===== src/rtl/lsu_pkg.sv =====
// lsu_pkg: shared state encoding, funct3 and fault-cause codes for the load/store unit
package lsu_pkg;
   typedef enum logic [1:0] {IDLE, REQ, RESP, FAULT} state_t;
   localparam logic [2:0] F3_B  = 3'b000;
   localparam logic [2:0] F3_H  = 3'b001;
   localparam logic [2:0] F3_W  = 3'b010;
   localparam logic [2:0] F3_BU = 3'b100;
   localparam logic [2:0] F3_HU = 3'b101;
   localparam logic [2:0] CAUSE_NONE     = 3'b000;
   localparam logic [2:0] CAUSE_LD_MISAL = 3'b001;
   localparam logic [2:0] CAUSE_ST_MISAL = 3'b010;
   localparam logic [2:0] CAUSE_ILLEGAL  = 3'b011;
   localparam logic [2:0] CAUSE_TIMEOUT  = 3'b100;
endpackage


===== src/rtl/lsu_align.sv =====
// lsu_align: store lane steering/strobes and load byte/half extraction with extension
module lsu_align
   import lsu_pkg::*;
(
   input  logic [2:0]  st_funct3,
   input  logic [1:0]  st_off,
   input  logic [31:0] st_data,
   output logic [31:0] wdata,
   output logic [3:0]  wstrb,
   input  logic [2:0]  ld_funct3,
   input  logic [1:0]  ld_off,
   input  logic [31:0] rdata,
   output logic [31:0] ld_data
);
   logic [15:0] sh;
   always_comb begin
      wdata = st_funct3 == F3_B ? {4{st_data[7:0]}} :
              st_funct3 == F3_H ? {2{st_data[15:0]}} : st_data;
      wstrb = st_funct3 == F3_B ? 4'b0001 << st_off :
              st_funct3 == F3_H ? 4'b0011 << st_off : 4'b1111;
      sh = 16'(rdata >> {ld_off, 3'b000});
      ld_data = ld_funct3 == F3_B  ? {{24{sh[7]}}, sh[7:0]} :
                ld_funct3 == F3_H  ? {{16{sh[15]}}, sh} :
                ld_funct3 == F3_BU ? {24'b0, sh[7:0]} :
                ld_funct3 == F3_HU ? {16'b0, sh} : rdata;
   end
endmodule


===== src/rtl/load_store_unit.sv =====
// load_store_unit: RV32I load/store stage driving a valid/ready single-port data memory
module load_store_unit
   import lsu_pkg::*;
#(
   parameter int TIMEOUT_CYCLES = 255
) (
   input  logic        clk,
   input  logic        rst,
   input  logic        ex_valid,
   input  logic        ex_is_load,
   input  logic        ex_is_store,
   input  logic [2:0]  ex_funct3,
   input  logic [31:0] ex_addr,
   input  logic [31:0] ex_wdata,
   output logic        busy,
   output logic        mem_req,
   output logic        mem_we,
   output logic [31:0] mem_addr,
   output logic [31:0] mem_wdata,
   output logic [3:0]  mem_wstrb,
   input  logic        mem_ready,
   input  logic [31:0] mem_rdata,
   output logic        done,
   output logic        load_valid,
   output logic [31:0] load_data,
   output logic        fault,
   output logic [2:0]  fault_cause
);
   localparam logic [31:0] TO_LAST = 32'(TIMEOUT_CYCLES - 1);
   state_t state, nxt;
   logic [2:0] f3_q, cause_q, cause_n;
   logic [1:0] off_q;
   logic ld_q, accept, illegal, misal, timeout;
   logic [31:0] cnt, st_wdata, ld_ext;
   logic [3:0] st_wstrb;

   lsu_align u_align (
      .st_funct3(ex_funct3),
      .st_off(ex_addr[1:0]),
      .st_data(ex_wdata),
      .wdata(st_wdata),
      .wstrb(st_wstrb),
      .ld_funct3(f3_q),
      .ld_off(off_q),
      .rdata(mem_rdata),
      .ld_data(ld_ext)
   );

   always_comb begin
      accept = state == IDLE && ex_valid && (ex_is_load || ex_is_store);
      illegal = (ex_is_load && ex_is_store) ||
                (ex_is_load ? !(ex_funct3 inside {F3_B, F3_H, F3_W, F3_BU, F3_HU})
                            : !(ex_funct3 inside {F3_B, F3_H, F3_W}));
      misal = (ex_funct3[1:0] == 2'b01 && ex_addr[0]) ||
              (ex_funct3[1:0] == 2'b10 && ex_addr[1:0] != 2'b00);
      // mem_ready takes priority over an expiring timeout
      timeout = TIMEOUT_CYCLES != 0 && !mem_ready && cnt == TO_LAST;
      nxt = state;
      cause_n = cause_q;
      case (state)
         IDLE: if (accept) begin
            nxt = illegal || misal ? FAULT : REQ;
            cause_n = illegal ? CAUSE_ILLEGAL : ex_is_load ? CAUSE_LD_MISAL : CAUSE_ST_MISAL;
         end
         REQ: begin
            nxt = mem_ready ? RESP : timeout ? FAULT : REQ;
            cause_n = timeout ? CAUSE_TIMEOUT : cause_q;
         end
         default: nxt = IDLE;
      endcase
   end

   always_ff @(posedge clk) state <= rst ? IDLE : nxt;

   always_ff @(posedge clk) begin
      if (rst) begin
         f3_q <= '0;
         off_q <= '0;
         ld_q <= 1'b0;
         cause_q <= CAUSE_NONE;
         cnt <= '0;
         mem_we <= 1'b0;
         mem_addr <= '0;
         mem_wdata <= '0;
         mem_wstrb <= '0;
         load_data <= '0;
      end else begin
         cause_q <= cause_n;
         if (accept) begin
            f3_q <= ex_funct3;
            off_q <= ex_addr[1:0];
            ld_q <= ex_is_load;
            mem_we <= ex_is_store && !ex_is_load;
            mem_addr <= {ex_addr[31:2], 2'b00};
            mem_wdata <= st_wdata;
            mem_wstrb <= ex_is_load ? 4'b0000 : st_wstrb;
         end
         cnt <= accept ? '0 : state == REQ && !mem_ready ? cnt + 32'd1 : cnt;
         if (state == REQ && mem_ready && ld_q) load_data <= ld_ext;
      end
   end

   assign busy = state != IDLE;
   assign mem_req = state == REQ;
   assign done = state == RESP;
   assign load_valid = state == RESP && ld_q;
   assign fault = state == FAULT;
   assign fault_cause = state == FAULT ? cause_q : CAUSE_NONE;
endmodule

===== config.mk =====
export PLATFORM = sky130hd
export DESIGN_NAME = load_store_unit
export DESIGN_NICKNAME = d
export VERILOG_FILES = /design/src/rtl/lsu_pkg.sv /design/src/rtl/lsu_align.sv /design/src/rtl/load_store_unit.sv
export SDC_FILE = /design/constraint.sdc
export NUM_CORES = 1
export LEC_CHECK = 0
export CAP_MARGIN = 15
export CORE_MARGIN = 1.5
export CORE_UTILIZATION = 50
export DETAILED_ROUTE_END_ITERATION = 16
export PLACE_DENSITY = 0.86
export SLEW_MARGIN = 20
export SYNTH_ARGS = -nofsm -noshare
export SYNTH_HDL_FRONTEND = slang
export SYNTH_SLANG_ARGS = --single-unit

===== constraint.sdc =====
create_clock -name clk -period 4.6 [get_ports clk]
set_input_delay 0.92 -clock clk [delete_from_list [all_inputs] [get_ports clk]]
set_output_delay 0.92 -clock clk [all_outputs]
set_load 0.05 [all_outputs]

==> reports/qor.yml <==
outcome: "finished clean"
cp_slowest_cell: "clkdlybuf4s50_1"
coreArea_um2: 12600
root_buffer: "clkbuf_16"
fin_cells: 1163
synth_top_area_cell: "dfxtp_1"
cp_top_family: "buffers and inverters"
wirelength_um: 18900
synth_edf_count: 0
synth.area.mux_share_pct: 4.43
setup_tns_ns: 0
tritoncts: "built"
final_hold_viol_count: 0
syn_inst: 798
synth_xor_area_share_pct: 4.08
die_x_um: 116
worst-path-buf-inv: 1
cts.clk_slew.worst_paths_ns: 0.06
drtIter0Drc: 425
fin_ws_ns: 1.58
hpwl_um: 13000
avgSynthCellArea_um2: 8.06
postCtsSetupBuffers: 0
worstPathArrival_ns: 2.10
clk_latency_ns: 0.42
period_share_pct: 65.7
start_util_pct: 51.2
seq_area_um2: 2840
yosys.area_share.adder_pct: 1.17
drc: 0
dieArea_um2: 13600
hold_class: "reg2reg"
fillCellCount: 971
cp_max_fo: 11
rr_startpoint: "off_q[1]"
power_density_nw_per_um2: 382
layout_min_cycle_time_ns: 3.02
tritoncts.num_buffers: 17
cp-end-kind: "output pin"
grt_pass1_vias: 6080
required_ns: 3.68
async_flop_share_pct: 0
layout-drive-gt1-share_pct: 6.56
diodes: 0
die_y_um: 116
globalplace.congestion: 0.840
gr-usage-all-layers_pct: 28.3
synth_simple_gate_area_share_pct: 23.2
antenna_found_initial: 0
yosysWarnings: 0
htree_levels: 4
grt.overflow.total: 0
crit_type: "reg2out"
ys_types: 49
cap_violations: 0
yosysMostFrequentCell: "nand2_1"
fin_skew_ns: 0.00715
setup_viol: 0
clock-sinks: 142
ir_drop_v: 0.000238
slew_headroom_pct: 42.0
rsz0062_at_grt: "false"
cts_resized: 0
vias_per_cell: 5.47
grt_max_degree: 77
wl_per_cell_um: 16.2
crit_chain: "nor2b_1 > and2_1 > clkdlybuf4s50_1"
rrSetupSlack_ns: 2.29
slowest_delay_ns: 0.81
area_growth_pct: 44.5
synthTopCellsByArea: "dfxtp_1, nand2_1, a21oi_1"
ant_nets: 0
io_buffers: 211
vias: 6366
yosysTopAreaCellShare_pct: 44.2
synth_seq_cells: 142
ys.flop_type: "dfxtp_1"
hp-start: "mem_addr[27]"
startpoint_type: "flop"
rows: 41
drtPass1Iterations: 5
clockBufferDepth: 2
power.static_leakage_nw: 3.34
ys_seq_area_share_pct: 44.2
grt_pass1_wl_um: 29700
io_pins: 214
synth_common_cells: "nand2_1, dfxtp_1, nor2_1"
synth_area_um2: 6430
fin_nets: 1089
worstSetupStartpoint: "state[1]"
worstMarginPinSlew_ns: 0.865
report.final.slew_viol_count: 0
synth_compound_area_share_pct: 17.7
multiInputGateArea_um2: 3270
dp_cells: 1131
fmax_ghz: 0.331
synth_top_family_by_area: "simple AND/OR/NAND/NOR gates"
pre_cts_slack_ns: 1.18
holdBufCountCts: 0
-- worst paths after layout --
| path | end | cells past startpoint |
|---|---|---|
| min reg2reg | mem_addr[27] | 2 |
| max | load_valid | 3 |
| max reg2reg | load_data[13] | 4 |
| min | mem_addr[27] | 2 |
-- placed cells by master (no fill, tap or decap), drive strengths merged, types with 8 or more instances in the layout --
| cell type | Yosys | final |
|---|---|---|
| clkdlybuf4s50 | 0 | 210 |
| nand2 | 151 | 151 |
| dfxtp | 142 | 142 |
| nor2 | 96 | 96 |
| a21oi | 73 | 73 |
| a211oi | 38 | 38 |
| xor2 | 24 | 24 |
| mux2i | 24 | 24 |
| o21ai | 23 | 23 |
| clkbuf | 45 | 22 |
| inv | 19 | 20 |
| nand4 | 16 | 16 |
| nand3 | 14 | 14 |
| nor2b | 12 | 12 |
| buf | 16 | 11 |
| a311oi | 10 | 10 |
| nor3 | 10 | 10 |
| o211ai | 8 | 8 |
| nor4 | 8 | 8 |
-- cell families (layout without fill, tap and decap cells) --
| kind of cell | count (synthesis) | count (layout) |
|---|---|---|
| XOR/XNOR | 30 | 30 |
| other | 1 | 2 |
| AO/OA/AOI/OAI | 181 | 181 |
| flip-flops | 142 | 142 |
| AND/OR/NAND/NOR | 331 | 331 |
| multiplexers | 27 | 27 |
| adder cells (fa/ha/maj) | 6 | 6 |
| buffers and inverters | 80 | 272 |
-- metal layers --
metal / GRT usage (%) / wire length [um]
met2: 46.2 / 8770
met5: 0 / 0
met4: 14.6 / 688
met3: 9.70 / 1720
met1: 33.2 / 7690
-- registers in the layout, summed over array words and instances (netlist names), 2 cells and up --
register / flops
cause_q: 3
off_q: 2
load_data: 32
cnt: 32
mem_addr: 30
mem_wstrb: 4
state: 2
mem_wdata: 32
f3_q: 3
-- tightest hold or removal path: cells and delay by family (launching register included) --
kind / cells / cell delay, ns
flip-flops: 1 / 0.31
AND/OR/NAND/NOR: 1 / 0.05
AO/OA/AOI/OAI: 1 / 0.05
-- cell type report --
class	count	share of cell area, %
clock inverter	10	2.19
multi-input combinational	577	35.2
inverter	19	0.767
sequential	142	30.6
clock buffer	22	5.31
timing repair buffer	221	23.6
tap	172	2.31
-- where the power goes --
part / leakage [nW] / internal, W / switching [W]
clock: 0.347 / 0.00109 / 0.000516
combinational: 1.84 / 0.000239 / 0.000390
sequential: 1.16 / 0.00128 / 0.0000375
-- per-stage QoR --
step | area (um2) | hold slack (ns) | power, W | util, %
floorplan | 6440 | 0.430 | 0.00172 | -
global placement | 8600 | 0.440 | 0.00196 | 68.4
detailed placement | 8600 | 0.446 | 0.00197 | 68.4
CTS | 9300 | 0.453 | 0.00358 | 74.0
global route | 9300 | 0.473 | 0.00368 | 74.0
finish | 9300 | 0.451 | 0.00355 | 74.0
Power figures use the tool's default switching activity.
